**config.mk**
```make
export PLATFORM = sky130hd
export DESIGN_NAME = mac_ctrl_fsm_flat
export DESIGN_NICKNAME = d
export VERILOG_FILES = /design/src/rtl/mac_ctrl_fsm_pkg.sv /design/src/rtl/mac_ctrl_fsm_if.sv /design/src/rtl/mac_ctrl_fsm.sv /design/src/flat_wrapper.sv
export SDC_FILE = /design/constraint.sdc
export NUM_CORES = 1
export LEC_CHECK = 0
export ABC_AREA = 1
export CAP_MARGIN = 5
export CORE_UTILIZATION = 40
export DETAILED_ROUTE_END_ITERATION = 10
export PLACE_DENSITY = 0.77
export SLEW_MARGIN = 5
export SYNTH_ARGS = -nofsm -noshare
export SYNTH_HDL_FRONTEND = slang
export SYNTH_SLANG_ARGS = --single-unit
```
**constraint.sdc**
```tcl
create_clock -name clk_i -period 4.2 [get_ports clk_i]
set_input_delay 0.42 -clock clk_i [delete_from_list [all_inputs] [get_ports clk_i]]
set_output_delay 0.42 -clock clk_i [all_outputs]
set_load 0.005 [all_outputs]
```
**src/rtl/mac_ctrl_fsm_pkg.sv**
```systemverilog
// Shared types for the MAC job controller: FSM state, latched job config, launch pulses.
// Config field widths match the default address/counter widths of the controller.
package mac_ctrl_package;

  localparam int unsigned ADDR_W  = 32;
  localparam int unsigned CNT_W   = 16;
  localparam int unsigned SHIFT_W = 5;

  typedef enum logic [1:0] {
    ST_IDLE   = 2'd0,
    ST_LAUNCH = 2'd1,
    ST_RUN    = 2'd2,
    ST_DONE   = 2'd3
  } state_e;

  typedef struct packed {
    logic [ADDR_W-1:0]  a_addr;
    logic [ADDR_W-1:0]  b_addr;
    logic [ADDR_W-1:0]  c_addr;
    logic [CNT_W-1:0]   len;
    logic [SHIFT_W-1:0] shift;
    logic               simple_mul;
  } job_cfg_t;

  typedef struct packed {
    logic a;
    logic b;
    logic c;
    logic eng;
  } launch_t;

  function automatic launch_t launch_all();
    launch_t l;
    l = '{a: 1'b1, b: 1'b1, c: 1'b1, eng: 1'b1};
    return l;
  endfunction

endpackage

```
**src/rtl/mac_ctrl_fsm_if.sv**
```systemverilog
// Register-file/streamer/engine side bundle of the MAC job controller.
// master = controller, slave = surrounding slave + streamer + engine.
interface mac_ctrl_fsm_if #(
  parameter int unsigned ADDR_WIDTH = 32,
  parameter int unsigned CNT_WIDTH  = 16
);
  logic                  clear_i;
  logic                  start_i;
  logic [ADDR_WIDTH-1:0] cfg_a_addr_i;
  logic [ADDR_WIDTH-1:0] cfg_b_addr_i;
  logic [ADDR_WIDTH-1:0] cfg_c_addr_i;
  logic [CNT_WIDTH-1:0]  cfg_len_i;
  logic [4:0]            cfg_shift_i;
  logic                  cfg_simple_mul_i;
  logic                  src_a_ready_i;
  logic                  src_b_ready_i;
  logic                  sink_c_ready_i;
  logic                  sink_c_done_i;
  logic                  c_hs_i;

  logic                  strm_a_start_o;
  logic                  strm_b_start_o;
  logic                  strm_c_start_o;
  logic [ADDR_WIDTH-1:0] strm_a_addr_o;
  logic [ADDR_WIDTH-1:0] strm_b_addr_o;
  logic [ADDR_WIDTH-1:0] strm_c_addr_o;
  logic [CNT_WIDTH-1:0]  strm_trans_size_o;
  logic                  eng_start_o;
  logic                  eng_clear_o;
  logic [4:0]            eng_shift_o;
  logic                  eng_simple_mul_o;
  logic                  busy_o;
  logic                  done_o;
  logic                  err_o;
  logic [CNT_WIDTH-1:0]  out_cnt_o;

  modport master (
    input  clear_i, start_i, cfg_a_addr_i, cfg_b_addr_i, cfg_c_addr_i, cfg_len_i,
           cfg_shift_i, cfg_simple_mul_i, src_a_ready_i, src_b_ready_i,
           sink_c_ready_i, sink_c_done_i, c_hs_i,
    output strm_a_start_o, strm_b_start_o, strm_c_start_o, strm_a_addr_o,
           strm_b_addr_o, strm_c_addr_o, strm_trans_size_o, eng_start_o,
           eng_clear_o, eng_shift_o, eng_simple_mul_o, busy_o, done_o, err_o,
           out_cnt_o
  );

  modport slave (
    output clear_i, start_i, cfg_a_addr_i, cfg_b_addr_i, cfg_c_addr_i, cfg_len_i,
           cfg_shift_i, cfg_simple_mul_i, src_a_ready_i, src_b_ready_i,
           sink_c_ready_i, sink_c_done_i, c_hs_i,
    input  strm_a_start_o, strm_b_start_o, strm_c_start_o, strm_a_addr_o,
           strm_b_addr_o, strm_c_addr_o, strm_trans_size_o, eng_start_o,
           eng_clear_o, eng_shift_o, eng_simple_mul_o, busy_o, done_o, err_o,
           out_cnt_o
  );
endinterface

```
**src/rtl/mac_ctrl_fsm.sv**
```systemverilog
// MAC job controller: latches config on start, launches streamers+engine once all three
// generators are ready, counts C outputs and pulses done; all outputs registered.
module mac_ctrl_fsm
  import mac_ctrl_package::*;
#(
  parameter int unsigned ADDR_WIDTH = 32,
  parameter int unsigned CNT_WIDTH  = 16
) (
  input logic           clk_i,
  input logic           rst_i,
  mac_ctrl_fsm_if.master bus
);

  state_e         state_q, state_d;
  job_cfg_t       cfg_q, cfg_d;
  launch_t        launch_q, launch_d;
  logic [CNT_W-1:0] cnt_q, cnt_d;
  logic           sink_fin_q, sink_fin_d;
  logic           err_q, err_d;
  logic           done_q, done_d;
  logic           busy_q, busy_d;
  logic           eng_clear_q, eng_clear_d;

  always_comb begin
    state_d     = state_q;
    cfg_d       = cfg_q;
    launch_d    = '0;
    cnt_d       = cnt_q;
    sink_fin_d  = sink_fin_q;
    err_d       = err_q;
    done_d      = 1'b0;
    eng_clear_d = 1'b0;

    if (bus.clear_i) begin
      // Soft clear aborts any job and beats every other event this cycle.
      state_d     = ST_IDLE;
      cfg_d       = '0;
      cnt_d       = '0;
      sink_fin_d  = 1'b0;
      err_d       = 1'b0;
      eng_clear_d = 1'b1;
    end else begin
      unique case (state_q)
        ST_IDLE: begin
          if (bus.start_i) begin
            cfg_d.a_addr     = ADDR_W'(bus.cfg_a_addr_i);
            cfg_d.b_addr     = ADDR_W'(bus.cfg_b_addr_i);
            cfg_d.c_addr     = ADDR_W'(bus.cfg_c_addr_i);
            cfg_d.len        = CNT_W'(bus.cfg_len_i);
            cfg_d.shift      = bus.cfg_shift_i;
            cfg_d.simple_mul = bus.cfg_simple_mul_i;
            cnt_d            = '0;
            sink_fin_d       = 1'b0;
            err_d            = 1'b0;
            if (bus.cfg_len_i == '0) begin
              state_d = ST_DONE;
              done_d  = 1'b1;
            end else begin
              state_d = ST_LAUNCH;
            end
          end
        end
        ST_LAUNCH: begin
          if (bus.src_a_ready_i && bus.src_b_ready_i && bus.sink_c_ready_i) begin
            launch_d = launch_all();
            state_d  = ST_RUN;
          end
        end
        ST_RUN: begin
          if (bus.c_hs_i) begin
            if (cnt_q == cfg_q.len) err_d = 1'b1;
            else                    cnt_d = cnt_q + 1'b1;
          end
          if (bus.sink_c_done_i) sink_fin_d = 1'b1;
          // Completion uses this cycle's events so done lands one cycle after the last one.
          if ((cnt_d == cfg_q.len) && sink_fin_d) begin
            state_d = ST_DONE;
            done_d  = 1'b1;
          end
        end
        ST_DONE: state_d = ST_IDLE;
        default: state_d = ST_IDLE;
      endcase
    end

    busy_d = (state_d != ST_IDLE);
  end

  always_ff @(posedge clk_i or posedge rst_i) begin
    if (rst_i) begin
      state_q     <= ST_IDLE;
      cfg_q       <= '0;
      launch_q    <= '0;
      cnt_q       <= '0;
      sink_fin_q  <= 1'b0;
      err_q       <= 1'b0;
      done_q      <= 1'b0;
      busy_q      <= 1'b0;
      eng_clear_q <= 1'b0;
    end else begin
      state_q     <= state_d;
      cfg_q       <= cfg_d;
      launch_q    <= launch_d;
      cnt_q       <= cnt_d;
      sink_fin_q  <= sink_fin_d;
      err_q       <= err_d;
      done_q      <= done_d;
      busy_q      <= busy_d;
      eng_clear_q <= eng_clear_d;
    end
  end

  assign bus.strm_a_start_o    = launch_q.a;
  assign bus.strm_b_start_o    = launch_q.b;
  assign bus.strm_c_start_o    = launch_q.c;
  assign bus.eng_start_o       = launch_q.eng;
  assign bus.strm_a_addr_o     = ADDR_WIDTH'(cfg_q.a_addr);
  assign bus.strm_b_addr_o     = ADDR_WIDTH'(cfg_q.b_addr);
  assign bus.strm_c_addr_o     = ADDR_WIDTH'(cfg_q.c_addr);
  assign bus.strm_trans_size_o = CNT_WIDTH'(cfg_q.len);
  assign bus.eng_shift_o       = cfg_q.shift;
  assign bus.eng_simple_mul_o  = cfg_q.simple_mul;
  assign bus.eng_clear_o       = eng_clear_q;
  assign bus.busy_o            = busy_q;
  assign bus.done_o            = done_q;
  assign bus.err_o             = err_q;
  assign bus.out_cnt_o         = CNT_WIDTH'(cnt_q);

endmodule

```
**src/flat_wrapper.sv**
```systemverilog
// flat-port wrapper written by rule: the top's interface ports become plain ports
module mac_ctrl_fsm_flat import mac_ctrl_package::*;
#(
  parameter int unsigned ADDR_WIDTH = 32,
  parameter int unsigned CNT_WIDTH  = 16
)
  (clk_i, rst_i, bus_clear_i, bus_start_i, bus_cfg_a_addr_i, bus_cfg_b_addr_i, bus_cfg_c_addr_i, bus_cfg_len_i, bus_cfg_shift_i, bus_cfg_simple_mul_i, bus_src_a_ready_i, bus_src_b_ready_i, bus_sink_c_ready_i, bus_sink_c_done_i, bus_c_hs_i, bus_strm_a_start_o, bus_strm_b_start_o, bus_strm_c_start_o, bus_strm_a_addr_o, bus_strm_b_addr_o, bus_strm_c_addr_o, bus_strm_trans_size_o, bus_eng_start_o, bus_eng_clear_o, bus_eng_shift_o, bus_eng_simple_mul_o, bus_busy_o, bus_done_o, bus_err_o, bus_out_cnt_o);
  mac_ctrl_fsm_if #(.ADDR_WIDTH(ADDR_WIDTH), .CNT_WIDTH(CNT_WIDTH)) bus_i ();
  input logic clk_i;
  input logic rst_i;
  input wire logic [$bits(bus_i.clear_i)-1:0] bus_clear_i;
  input wire logic [$bits(bus_i.start_i)-1:0] bus_start_i;
  input wire logic [$bits(bus_i.cfg_a_addr_i)-1:0] bus_cfg_a_addr_i;
  input wire logic [$bits(bus_i.cfg_b_addr_i)-1:0] bus_cfg_b_addr_i;
  input wire logic [$bits(bus_i.cfg_c_addr_i)-1:0] bus_cfg_c_addr_i;
  input wire logic [$bits(bus_i.cfg_len_i)-1:0] bus_cfg_len_i;
  input wire logic [$bits(bus_i.cfg_shift_i)-1:0] bus_cfg_shift_i;
  input wire logic [$bits(bus_i.cfg_simple_mul_i)-1:0] bus_cfg_simple_mul_i;
  input wire logic [$bits(bus_i.src_a_ready_i)-1:0] bus_src_a_ready_i;
  input wire logic [$bits(bus_i.src_b_ready_i)-1:0] bus_src_b_ready_i;
  input wire logic [$bits(bus_i.sink_c_ready_i)-1:0] bus_sink_c_ready_i;
  input wire logic [$bits(bus_i.sink_c_done_i)-1:0] bus_sink_c_done_i;
  input wire logic [$bits(bus_i.c_hs_i)-1:0] bus_c_hs_i;
  output wire logic [$bits(bus_i.strm_a_start_o)-1:0] bus_strm_a_start_o;
  output wire logic [$bits(bus_i.strm_b_start_o)-1:0] bus_strm_b_start_o;
  output wire logic [$bits(bus_i.strm_c_start_o)-1:0] bus_strm_c_start_o;
  output wire logic [$bits(bus_i.strm_a_addr_o)-1:0] bus_strm_a_addr_o;
  output wire logic [$bits(bus_i.strm_b_addr_o)-1:0] bus_strm_b_addr_o;
  output wire logic [$bits(bus_i.strm_c_addr_o)-1:0] bus_strm_c_addr_o;
  output wire logic [$bits(bus_i.strm_trans_size_o)-1:0] bus_strm_trans_size_o;
  output wire logic [$bits(bus_i.eng_start_o)-1:0] bus_eng_start_o;
  output wire logic [$bits(bus_i.eng_clear_o)-1:0] bus_eng_clear_o;
  output wire logic [$bits(bus_i.eng_shift_o)-1:0] bus_eng_shift_o;
  output wire logic [$bits(bus_i.eng_simple_mul_o)-1:0] bus_eng_simple_mul_o;
  output wire logic [$bits(bus_i.busy_o)-1:0] bus_busy_o;
  output wire logic [$bits(bus_i.done_o)-1:0] bus_done_o;
  output wire logic [$bits(bus_i.err_o)-1:0] bus_err_o;
  output wire logic [$bits(bus_i.out_cnt_o)-1:0] bus_out_cnt_o;
  assign bus_i.clear_i = bus_clear_i;
  assign bus_i.start_i = bus_start_i;
  assign bus_i.cfg_a_addr_i = bus_cfg_a_addr_i;
  assign bus_i.cfg_b_addr_i = bus_cfg_b_addr_i;
  assign bus_i.cfg_c_addr_i = bus_cfg_c_addr_i;
  assign bus_i.cfg_len_i = bus_cfg_len_i;
  assign bus_i.cfg_shift_i = bus_cfg_shift_i;
  assign bus_i.cfg_simple_mul_i = bus_cfg_simple_mul_i;
  assign bus_i.src_a_ready_i = bus_src_a_ready_i;
  assign bus_i.src_b_ready_i = bus_src_b_ready_i;
  assign bus_i.sink_c_ready_i = bus_sink_c_ready_i;
  assign bus_i.sink_c_done_i = bus_sink_c_done_i;
  assign bus_i.c_hs_i = bus_c_hs_i;
  assign bus_strm_a_start_o = bus_i.strm_a_start_o;
  assign bus_strm_b_start_o = bus_i.strm_b_start_o;
  assign bus_strm_c_start_o = bus_i.strm_c_start_o;
  assign bus_strm_a_addr_o = bus_i.strm_a_addr_o;
  assign bus_strm_b_addr_o = bus_i.strm_b_addr_o;
  assign bus_strm_c_addr_o = bus_i.strm_c_addr_o;
  assign bus_strm_trans_size_o = bus_i.strm_trans_size_o;
  assign bus_eng_start_o = bus_i.eng_start_o;
  assign bus_eng_clear_o = bus_i.eng_clear_o;
  assign bus_eng_shift_o = bus_i.eng_shift_o;
  assign bus_eng_simple_mul_o = bus_i.eng_simple_mul_o;
  assign bus_busy_o = bus_i.busy_o;
  assign bus_done_o = bus_i.done_o;
  assign bus_err_o = bus_i.err_o;
  assign bus_out_cnt_o = bus_i.out_cnt_o;
  mac_ctrl_fsm #(.ADDR_WIDTH(ADDR_WIDTH), .CNT_WIDTH(CNT_WIDTH)) u_core (.clk_i(clk_i), .rst_i(rst_i), .bus(bus_i));
endmodule
```
==> results of run 1 <==
-- area by class of cell --
class                      instances  area [um2]  share of cell area [%]
clock buffer                      17       425.4                   4.128
clock inverter                    14       182.7                   1.773
inverter                         158       598.1                   5.804
multi-input combinational        515        2517                   24.43
sequential                       142        3553                   34.48
tap                              220       275.3                   2.671
timing repair buffer             274        2753                   26.71
-- registers in the layout, indices dropped and copies added (netlist names), 2 cells and up --
signal,count
u_core.bus.eng_shift_o,5
u_core.bus.strm_b_addr_o,32
u_core.bus.strm_c_addr_o,32
u_core.bus.strm_trans_size_o,16
u_core.bus.strm_a_addr_o,32
u_core.bus.out_cnt_o,16
u_core.state_q,2
-- cell families (layout without fill, tap and decap cells) --
group                      Yosys count  in the layout
buffers and inverters              205            463
adders and majority gates            1              1
AOI/OAI and AO/OA                  150            150
DFF                                142            142
xor gates and xnor gates            10             10
and+or+nand+nor                    354            354
-- tightest hold or removal path, delay by kind of cell (launching register included) --
| kind | cells | cell delay (ns) |
|---|---|---|
| flip-flops | 1 | 0.34 |
| AND/OR/NAND/NOR | 1 | 0.07 |
| AO/OA/AOI/OAI | 1 | 0.04 |
-- layout by cell type (no fill, tap or decap), types with 7 or more instances in the layout --
| cell | netlist | layout |
|---|---|---|
| dfrtp_1 | 142 | 142 |
| inv_1 | 151 | 149 |
| clkdlybuf4s50_1 | 0 | 268 |
| o21ai_0 | 122 | 122 |
| nand2_1 | 154 | 153 |
| o22ai_1 | 16 | 16 |
| nand3_1 | 138 | 137 |
| xor2_1 | 7 | 7 |
| nor2_1 | 32 | 32 |
| nand4_1 | 8 | 8 |
| clkbuf_16 | 0 | 17 |
| inv_2 | 7 | 7 |
-- through the flow --
stage                     cell area, um2  setup WS (ns)
after floorplan                     6850          2.003
after global placement              9697          1.396
after detailed placement            9697          1.299
after CTS                          10300          1.578
after global routing               10300          1.271
final                              10300          1.551
-- metal layers --
metal  up-vias  track usage, %  share of wire [%]
met2       272           40.29                 49
met3        46           7.893                8.2
met4         0           10.79                2.7
met5         -               0                  0
met1      3117           29.51                 40
li1       3257               -                  -
-- path summary, 6_finish.rpt --
check                                              from  slack, ns  cells after the start                            to
worst min register to register        u_core.sink_fin_q       0.49                      2             u_core.sink_fin_q
min in group asynchronous                         rst_i       0.57                      3  u_core.bus.strm_a_addr_o[14]
worst max-delay path            u_core.bus.out_cnt_o[2]       1.55                     19             u_core.bus.busy_o
worst min-delay path                  u_core.sink_fin_q       0.49                      2             u_core.sink_fin_q
worst max register to register  u_core.bus.out_cnt_o[2]       1.55                     19             u_core.bus.busy_o
max in group asynchronous                         rst_i       3.05                      3             u_core.state_q[1]
-- power by group --
| part | internal (mW) | total (mW) | switching [mW] |
|---|---|---|---|
| logic | 0.345 | 0.665 | 0.321 |
| registers | 1.46 | 1.53 | 0.0657 |
| clock network | 0.942 | 1.56 | 0.622 |
==> impl_metrics.py, run 1 <==
metrics = {
    "status": {
        "status": "completed",
    },
    "setup_path": {
        "crit_family": "simple AND/OR/NAND/NOR gates",
        "crit_fanout": 26,
        "required_ns": 4.56,
        "worstPathArrival_ns": 3.01,
        "worstSetupEndpointType": "flop",
        "worst_path_largest_cell_delay_ns": 0.44,
        "crit_slowest_cell": "dfrtp_1",
        "path_buf_inv": 2,
        "cpMostUsedCell": "nand2_1",
        "cp-start-kind": "flop",
        "crit_chain": "inv_1 -> nand2_1 -> nand2_1 -> inv_1 -> nor2_1 -> nand2_1 -> nor2_2 -> nand2_2 -> nand2_1 -> nand2_1 -> nand3_1 -> nand2_1 -> nor2_1 -> nand2_1 -> nor2_1 -> nand2_1 -> nand2_1 -> nand2_1 -> nand2_1",
        "setup.worst_path.class": "flop to flop",
    },
    "layout": {
        "syn2layout_area_growth_pct": 50.51,
        "antenna_cells": 0,
        "finalNetCount": 1236,
        "fin_cells": 1340,
        "final_core_util_pct": 61.92,
        "drive_above_1_share_pct": 5.357,
        "fill_cells": 1443,
    },
    "global_route": {
        "grt_max_degree": 143,
        "antenna_found_initial": 0,
        "grt_pass1_vias": 6462,
        "grt_pass1_wl_mm": 33.66,
        "grt_use_total_pct": 24.57,
        "grt_overflow": 0,
    },
    "cts": {
        "cts_sinks": 142,
        "cts_tree": "built",
        "cts_root_buf": "clkbuf_16",
        "clk_latency_ns": 0.43,
        "hold_buffers": 0,
        "clock_tree.buffer_depth": 2,
        "clk_pin_slew_ns": 0.06,
        "cts_buffers": 17,
        "cts_setup_buffers": 0,
        "post_cts_resized": 0,
        "htreeDepth": 4,
    },
    "logic_synthesis": {
        "synth_cell_types": 29,
        "synth_mux_area_share_pct": 0,
        "synth_compound_area_share_pct": 11.51,
        "async_flop_share_pct": 100.0,
        "synth_nets": 990,
        "synth.cell_area_um2": 6847,
        "netlist_instances": 862,
        "synth_top_family_by_area": "simple AND/OR/NAND/NOR gates",
        "synth_top_area_share_pct": 51.90,
        "synth.largest_area_cell": "dfrtp_1",
        "synth_edf_count": 0,
        "synth.area.top_cells": "dfrtp_1 (52%), nand3_1 (10%), o21ai_0 (8.9%)",
        "synth_area_per_cell_um2": 7.943,
        "synthTopCellsByCount": "nand2_1 (154), inv_1 (151), dfrtp_1 (142), nand3_1 (138), o21ai_0 (122)",
        "synth_simple_gate_area_share_pct": 23.50,
        "yosys_most_used_dff": "dfrtp_1",
        "synth_fa_ha_area_share_pct": 0.1827,
        "ys_warn_count": 0,
        "synth_xor_area_share_pct": 1.279,
        "synth.most_common_cell": "nand2_1",
        "ys_seq_area_share_pct": 51.90,
        "synth_seq_cells": 142,
    },
    "timing": {
        "tns_ns": 0,
        "fin_hold_ws_ns": 0.4929,
        "final_hold_viol_count": 0,
        "finClkSkew_ns": 0.01445,
        "rsz0062_at_grt": "no",
        "setup_viol": 0,
        "worst_slew_pin_slew_ns": 1.068,
        "fmax_ghz": 0.3775,
        "fin_crit_ns": 2.649,
        "max_slew_margin_pct": 28.80,
        "maxSlewViolCount": 0,
        "timing.final.crit_share_pct": 63.07,
    },
    "routing": {
        "route.detailed.drc": 0,
        "drt-total-wl_mm": 21.29,
        "drt_pre_antenna_iters": 5,
        "first_iter_violations": 451,
        "vias_per_cell": 4.994,
        "wire_per_inst_um": 15.89,
        "ant_nets": 0,
        "vias": 6692,
    },
    "pwr": {
        "power_mw": 3.758,
        "vdd_drop_max_uv": 302.5,
        "p_leak_nw": 4.829,
        "power_density_nw_per_um2": 364.7,
    },
    "place": {
        "io_buffers": 268,
        "gp_congestion": 0.9658,
        "hpwlAfterDp_mm": 14.81,
        "dpl.cell_count": 1309,
    },
    "job": {
        "drv_cap": 0,
    },
    "floorplan": {
        "io_pins": 269,
        "num_rows": 47,
        "die_height_um": 132.8,
        "core_area_um2": 16640,
        "die_w_um": 132.8,
        "die-area_um2": 17640,
        "initial_core_util_pct": 41.14,
    },
    "hold_path": {
        "hold_class": "flop to flop",
    },
}
(Power assumes the default switching activity.)
==> inputs of run 2 (changes only) <==
==> constraint.sdc (replaced) <==
create_clock -name clk_i -period 2.39 [get_ports clk_i]
set_input_delay 0.239 -clock clk_i [delete_from_list [all_inputs] [get_ports clk_i]]
set_output_delay 0.239 -clock clk_i [all_outputs]
set_load 0.005 [all_outputs]
==> impl_metrics.py, run 2 (same netlist as run 1, synthesis figures left out) <==
metrics = {
    "timing": {
        "rsz0062_at_grt": "yes",
        "setup_viol": 0,
        "fmax_ghz": 0.4471,
        "finClkSkew_ns": 0.01211,
        "layout_setup_ws_ns": 0.1534,
        "timing.final.crit_share_pct": 93.58,
        "max_slew_margin_pct": 61.14,
        "maxSlewViolCount": 0,
        "fin_crit_ns": 2.237,
        "fin_hold_ws_ns": 0.3161,
        "worst_slew_pin_slew_ns": 0.5776,
        "final_hold_viol_count": 0,
    },
    "floorplan": {
        "die_height_um": 132.8,
        "num_rows": 47,
        "io_pins": 269,
        "die_w_um": 132.8,
        "core_area_um2": 16640,
        "initial_core_util_pct": 41.14,
        "die-area_um2": 17640,
    },
    "cts": {
        "hold_buffers": 0,
        "cts_tree": "built",
        "cts_sinks": 142,
        "clk_latency_ns": 0.42,
        "cts_root_buf": "clkbuf_16",
        "cts_buffers": 17,
        "clock_tree.buffer_depth": 2,
        "htreeDepth": 4,
        "clk_pin_slew_ns": 0.07,
    },
    "global_route": {
        "grt_pass1_wl_mm": 34.69,
        "grt_overflow": 0,
        "grt_pass1_vias": 6710,
        "grt_max_degree": 74,
        "grt_use_total_pct": 25.55,
        "antenna_found_initial": 0,
    },
    "layout": {
        "design_area_um2": 10870,
        "finalNetCount": 1291,
        "fin_cells": 1396,
        "mostFrequentLayoutCells": "clkdlybuf4s50_1 (268), inv_1 (141), nand2_1 (141), nand3_1 (137), dfrtp_1 (136)",
        "drive_above_1_share_pct": 12.76,
        "final_common_cell": "clkdlybuf4s50_1",
        "syn2layout_area_growth_pct": 58.81,
        "antenna_cells": 0,
    },
    "place": {
        "dp_slack_ns": 0.03374,
        "io_buffers": 268,
        "place_area_um2": 10010,
        "hpwlAfterDp_mm": 15.76,
        "gp_congestion": 0.9347,
        "dpl.cell_count": 1344,
    },
    "hold_path": {
        "hold_class": "input port to asynchronous set/reset pin",
    },
    "pwr": {
        "vdd_drop_max_uv": 523.2,
        "p_leak_nw": 5.157,
        "power_mw": 6.690,
        "power_density_nw_per_um2": 615.3,
    },
    "setup_path": {
        "worstPathArrival_ns": 2.59,
        "worstSetupEndpointType": "flop",
        "setup.worst_path.class": "flop to flop",
        "cp-start-kind": "flop",
        "required_ns": 2.74,
        "crit_fanout": 5,
    },
    "routing": {
        "ant_nets": 0,
        "wire_per_inst_um": 16.22,
        "drt-total-wl_mm": 22.65,
        "vias": 7006,
        "vias_per_cell": 5.019,
        "route.detailed.drc": 0,
        "drt_pre_antenna_iters": 5,
        "first_iter_violations": 398,
    },
    "status": {
        "status": "completed",
    },
    "job": {
        "drv_cap": 0,
    },
}
[run 2: worst max-delay path, stage by stage, from the launching register on]
cell and delay, ns:
dfrtp_1 0.41, inv_2 0.08, nand2_2 0.05, nand2_2 0.09
inv_2 0.05, nor2_2 0.09, nand2_1 0.06, nor2_2 0.17
nand2_4 0.11, buf_12 0.15, buf_8 0.12, nand3_2 0.06
nand2_1 0.05, nand2_1 0.06, nand2_1 0.07, nor2_2 0.12
nand2_1 0.07, nor2_2 0.11, nand2_2 0.07, nand2_2 0.07
nand2_2 0.05, nand2_1 0.06
[run 2: path summary, 6_finish.rpt]
check | startpoint | endpoint | slack, ns | depth (start not counted)
setup / recovery | u_core.bus.out_cnt_o[2] | u_core.bus.busy_o | 0.15 | 21
setup reg to reg | u_core.bus.out_cnt_o[2] | u_core.bus.busy_o | 0.15 | 21
hold reg to reg | u_core.sink_fin_q | u_core.sink_fin_q | 0.49 | 2
hold / removal | rst_i | u_core.bus.strm_a_addr_o[1] | 0.32 | 3
max in group asynchronous | rst_i | u_core.bus.strm_trans_size_o[3] | 1.72 | 3
min in group clk_i | bus_cfg_b_addr_i[27] | u_core.bus.strm_b_addr_o[27] | 0.37 | 3
[run 2: final cells by class]
type,instances,area (um2)
timing repair buffer,329,3258
multi-input combinational,515,2575
clock buffer,20,456.7
sequential,142,3561
clock inverter,12,148.9
fill,1411,5769
inverter,158,598.1
tap,220,275.3
[run 2: what timing repair did]
item	in CTS	in global routing
resized for setup	0	38
endpoints found under the setup margin	0	4
buffers inserted	0	18
[run 2: where the power goes]
part / internal [mW] / switching [mW] / total, mW
Sequential: 2.57 / 0.110 / 2.68
Clock: 1.62 / 1.11 / 2.73
Combinational: 0.663 / 0.611 / 1.27
Total: 4.86 / 1.83 / 6.69
[run 2: through the flow]
stage | util [%] | setup TNS [ns]
2_1_floorplan | - | 0
4_1_cts | 63.78 | 0
3_3_place_gp | 60.15 | 0
3_5_place_dp | 60.15 | 0
6_report | 65.33 | 0
5_1_grt | 65.33 | -0.07366
[run 2: metal layers]
metal	global-route usage [%]	share of wire, %	vias to the layer above
li1	-	-	3367
met1	29.98	39	3269
met2	43.14	49	317
met3	7.778	8.5	53
met4	11.11	3.2	0
met5	0	0	-
==> inputs of run 3 (changes only) <==
--- a/config.mk
+++ b/config.mk
@@ -5,9 +5,8 @@
 export SDC_FILE = /design/constraint.sdc
 export NUM_CORES = 1
 export LEC_CHECK = 0
-export ABC_AREA = 1
 export CAP_MARGIN = 5
-export CORE_UTILIZATION = 40
+export CORE_UTILIZATION = 38
 export DETAILED_ROUTE_END_ITERATION = 10
 export PLACE_DENSITY = 0.77
 export SLEW_MARGIN = 5
==> impl_metrics.py, run 3 <==
metrics = {
    "status": {
        "status": "complete, but fails checks",
        "violations": "setup timing",
    },
    "setup_path": {
        "worst-path-stages": 9,
        "worstSetupEndpointType": "flop",
        "r2r_slack_ns": -0.19,
        "worst_path_largest_cell_delay_ns": 0.41,
        "path_buf_inv": 0,
        "crit_fanout": 7,
        "reg2reg_to": "u_core.bus.busy_o",
        "timing.rr.start": "u_core.bus.out_cnt_o[7]",
        "cp-endpoint": "u_core.bus.busy_o",
        "r2r_cells": 9,
        "setup.worst_path.class": "flop to flop",
        "cp-startpoint": "u_core.bus.out_cnt_o[7]",
        "crit_family": "simple AND/OR/NAND/NOR gates",
        "crit_slowest_cell": "dfrtp_1",
        "required_ns": 2.75,
        "crit_chain": "xor2_2 -> nor4_2 -> nand4_4 -> o211ai_1 -> xor2_1 -> a211oi_2 -> nor4_1 -> and3_1 -> o31a_1",
        "cp-start-kind": "flop",
        "worstPathArrival_ns": 2.94,
    },
    "logic_synthesis": {
        "yosys_most_used_dff": "dfrtp_1",
        "synth.area.top_cells": "dfrtp_1 (60%), a22o_1 (17%), xor2_1 (2.5%)",
        "synth_seq_cells": 142,
        "ys_warn_count": 0,
        "synth.most_common_cell": "dfrtp_1",
        "synthTopCellsByCount": "dfrtp_1 (142), a22o_1 (118), clkbuf_1 (31), nand2_1 (23), nor2_1 (19)",
        "synth.largest_area_cell": "dfrtp_1",
        "ys_seq_area_share_pct": 59.75,
        "async_flop_share_pct": 100.0,
        "synth_area_per_cell_um2": 12.09,
        "netlist_instances": 492,
        "synth_nets": 620,
        "synth_top_area_share_pct": 59.75,
        "synth_cell_types": 45,
        "synth.cell_area_um2": 5947,
        "synth_edf_count": 0,
    },
    "global_route": {
        "grt_use_total_pct": 25.89,
        "grt_max_degree": 69,
        "grt_pass1_vias": 5857,
        "grt_overflow": 0,
        "antenna_found_initial": 0,
        "grt_pass1_wl_mm": 31.66,
    },
    "layout": {
        "finalNetCount": 957,
        "mostFrequentLayoutCells": "clkdlybuf4s50_1 (268), dfrtp_1 (141), a22o_1 (118), buf_4 (86), nand2_1 (23)",
        "syn2layout_area_growth_pct": 70.67,
        "final_core_util_pct": 66.52,
        "fin_cells": 1053,
        "design_area_um2": 10150,
        "fill_cells": 1174,
        "final_common_cell": "clkdlybuf4s50_1",
        "antenna_cells": 0,
        "drive_above_1_share_pct": 16.51,
    },
    "routing": {
        "drt-total-wl_mm": 20.20,
        "drt_pre_antenna_iters": 4,
        "first_iter_violations": 259,
        "wire_per_inst_um": 19.19,
        "route.detailed.drc": 0,
        "vias_per_cell": 5.259,
        "vias": 5538,
        "ant_nets": 0,
    },
    "cts": {
        "htreeDepth": 4,
        "cts_buffers": 17,
        "cts_sinks": 142,
        "clk_latency_ns": 0.42,
        "cts_tree": "built",
        "hold_buffers": 0,
        "cts_root_buf": "clkbuf_16",
        "clock_tree.buffer_depth": 2,
        "clk_pin_slew_ns": 0.07,
    },
    "place": {
        "dpl.cell_count": 1010,
        "dp_slack_ns": -0.2169,
        "gp_congestion": 0.9112,
        "io_buffers": 268,
        "hpwlAfterDp_mm": 14.95,
        "place_area_um2": 9405,
    },
    "floorplan": {
        "initial_core_util_pct": 38.97,
        "core_area_um2": 15260,
        "die_w_um": 127.1,
        "num_rows": 45,
        "die_height_um": 127.1,
        "die-area_um2": 16150,
        "io_pins": 269,
    },
    "timing": {
        "setup_viol": 3,
        "fin_hold_ws_ns": 0.3030,
        "fin_crit_ns": 2.581,
        "tns_ns": -0.5684,
        "layout_setup_ws_ns": -0.1913,
        "maxSlewViolCount": 0,
        "finClkSkew_ns": 0.01069,
        "final_hold_viol_count": 0,
        "max_slew_margin_pct": 59.22,
        "worst_slew_pin_slew_ns": 0.6117,
        "fmax_ghz": 0.3874,
        "timing.final.crit_share_pct": 108.0,
        "rsz0062_at_grt": "yes",
    },
    "job": {
        "drv_cap": 0,
    },
    "pwr": {
        "vdd_drop_max_uv": 467.2,
        "p_leak_nw": 4.524,
        "power_mw": 6.361,
        "power_density_nw_per_um2": 626.7,
    },
    "hold_path": {
        "hold_class": "input port to asynchronous set/reset pin",
    },
}
run 3: worst min path at each step:
stage,slack [ns],end,from
4_1_cts,0.30,u_core.bus.strm_c_addr_o[28],rst_i
5_1_grt,0.34,u_core.bus.strm_c_addr_o[7],rst_i
2_1_floorplan,0.27,u_core.bus.eng_clear_o,bus_clear_i
3_5_place_dp,0.49,u_core.bus.err_o,u_core.bus.err_o
6_report,0.30,u_core.bus.strm_c_addr_o[28],rst_i
3_3_place_gp,0.48,u_core.bus.err_o,u_core.bus.err_o
run 3: cells by family after synthesis:
kind of cell	count (synthesis)	share of synthesized area, %
fa+ha+maj	1	0.2104
flops	142	59.75
simple gates	96	8.374
xor+xnor	29	4.271
mux	2	0.3366
compound gates	177	23.80
buf+inv	45	3.261
run 3: final cells by class:
type	instances	area, um2	area share [%]
clock buffers	19	442.9	4.364
repair buffers	360	3440	33.89
clock inverters	13	152.6	1.504
flip-flops and latches	142	3555	35.02
inverters	3	15.01	0.1479
well taps	211	264.0	2.601
multi-input cells	305	2281	22.47
run 3: what timing repair did:
action	in CTS	in global routing
pin swaps	15	7
endpoints found under the setup margin	3	5
gates resized for setup	6	6
buffers inserted	8	3
run 3: where the power goes:
| group | switching (mW) | internal, mW |
|---|---|---|
| Clock | 1.10 | 1.59 |
| Combinational | 0.418 | 0.637 |
| Sequential | 0.0856 | 2.54 |
| Total | 1.60 | 4.76 |
run 3: worst reg2reg max path, cell delays in order, from the launching register on:
cell and delay (ns):
dfrtp_1 0.41, xor2_2 0.21, nor4_2 0.37, nand4_4 0.24
o211ai_1 0.32, xor2_1 0.20, a211oi_2 0.09, nor4_1 0.28
and3_1 0.27, o31a_1 0.14
run 3: layer usage:
layer	track usage (%)	wire length [um]
met5	0	0
met2	43.57	10020
met3	6.951	1374
met4	11.62	627
met1	31.19	8183
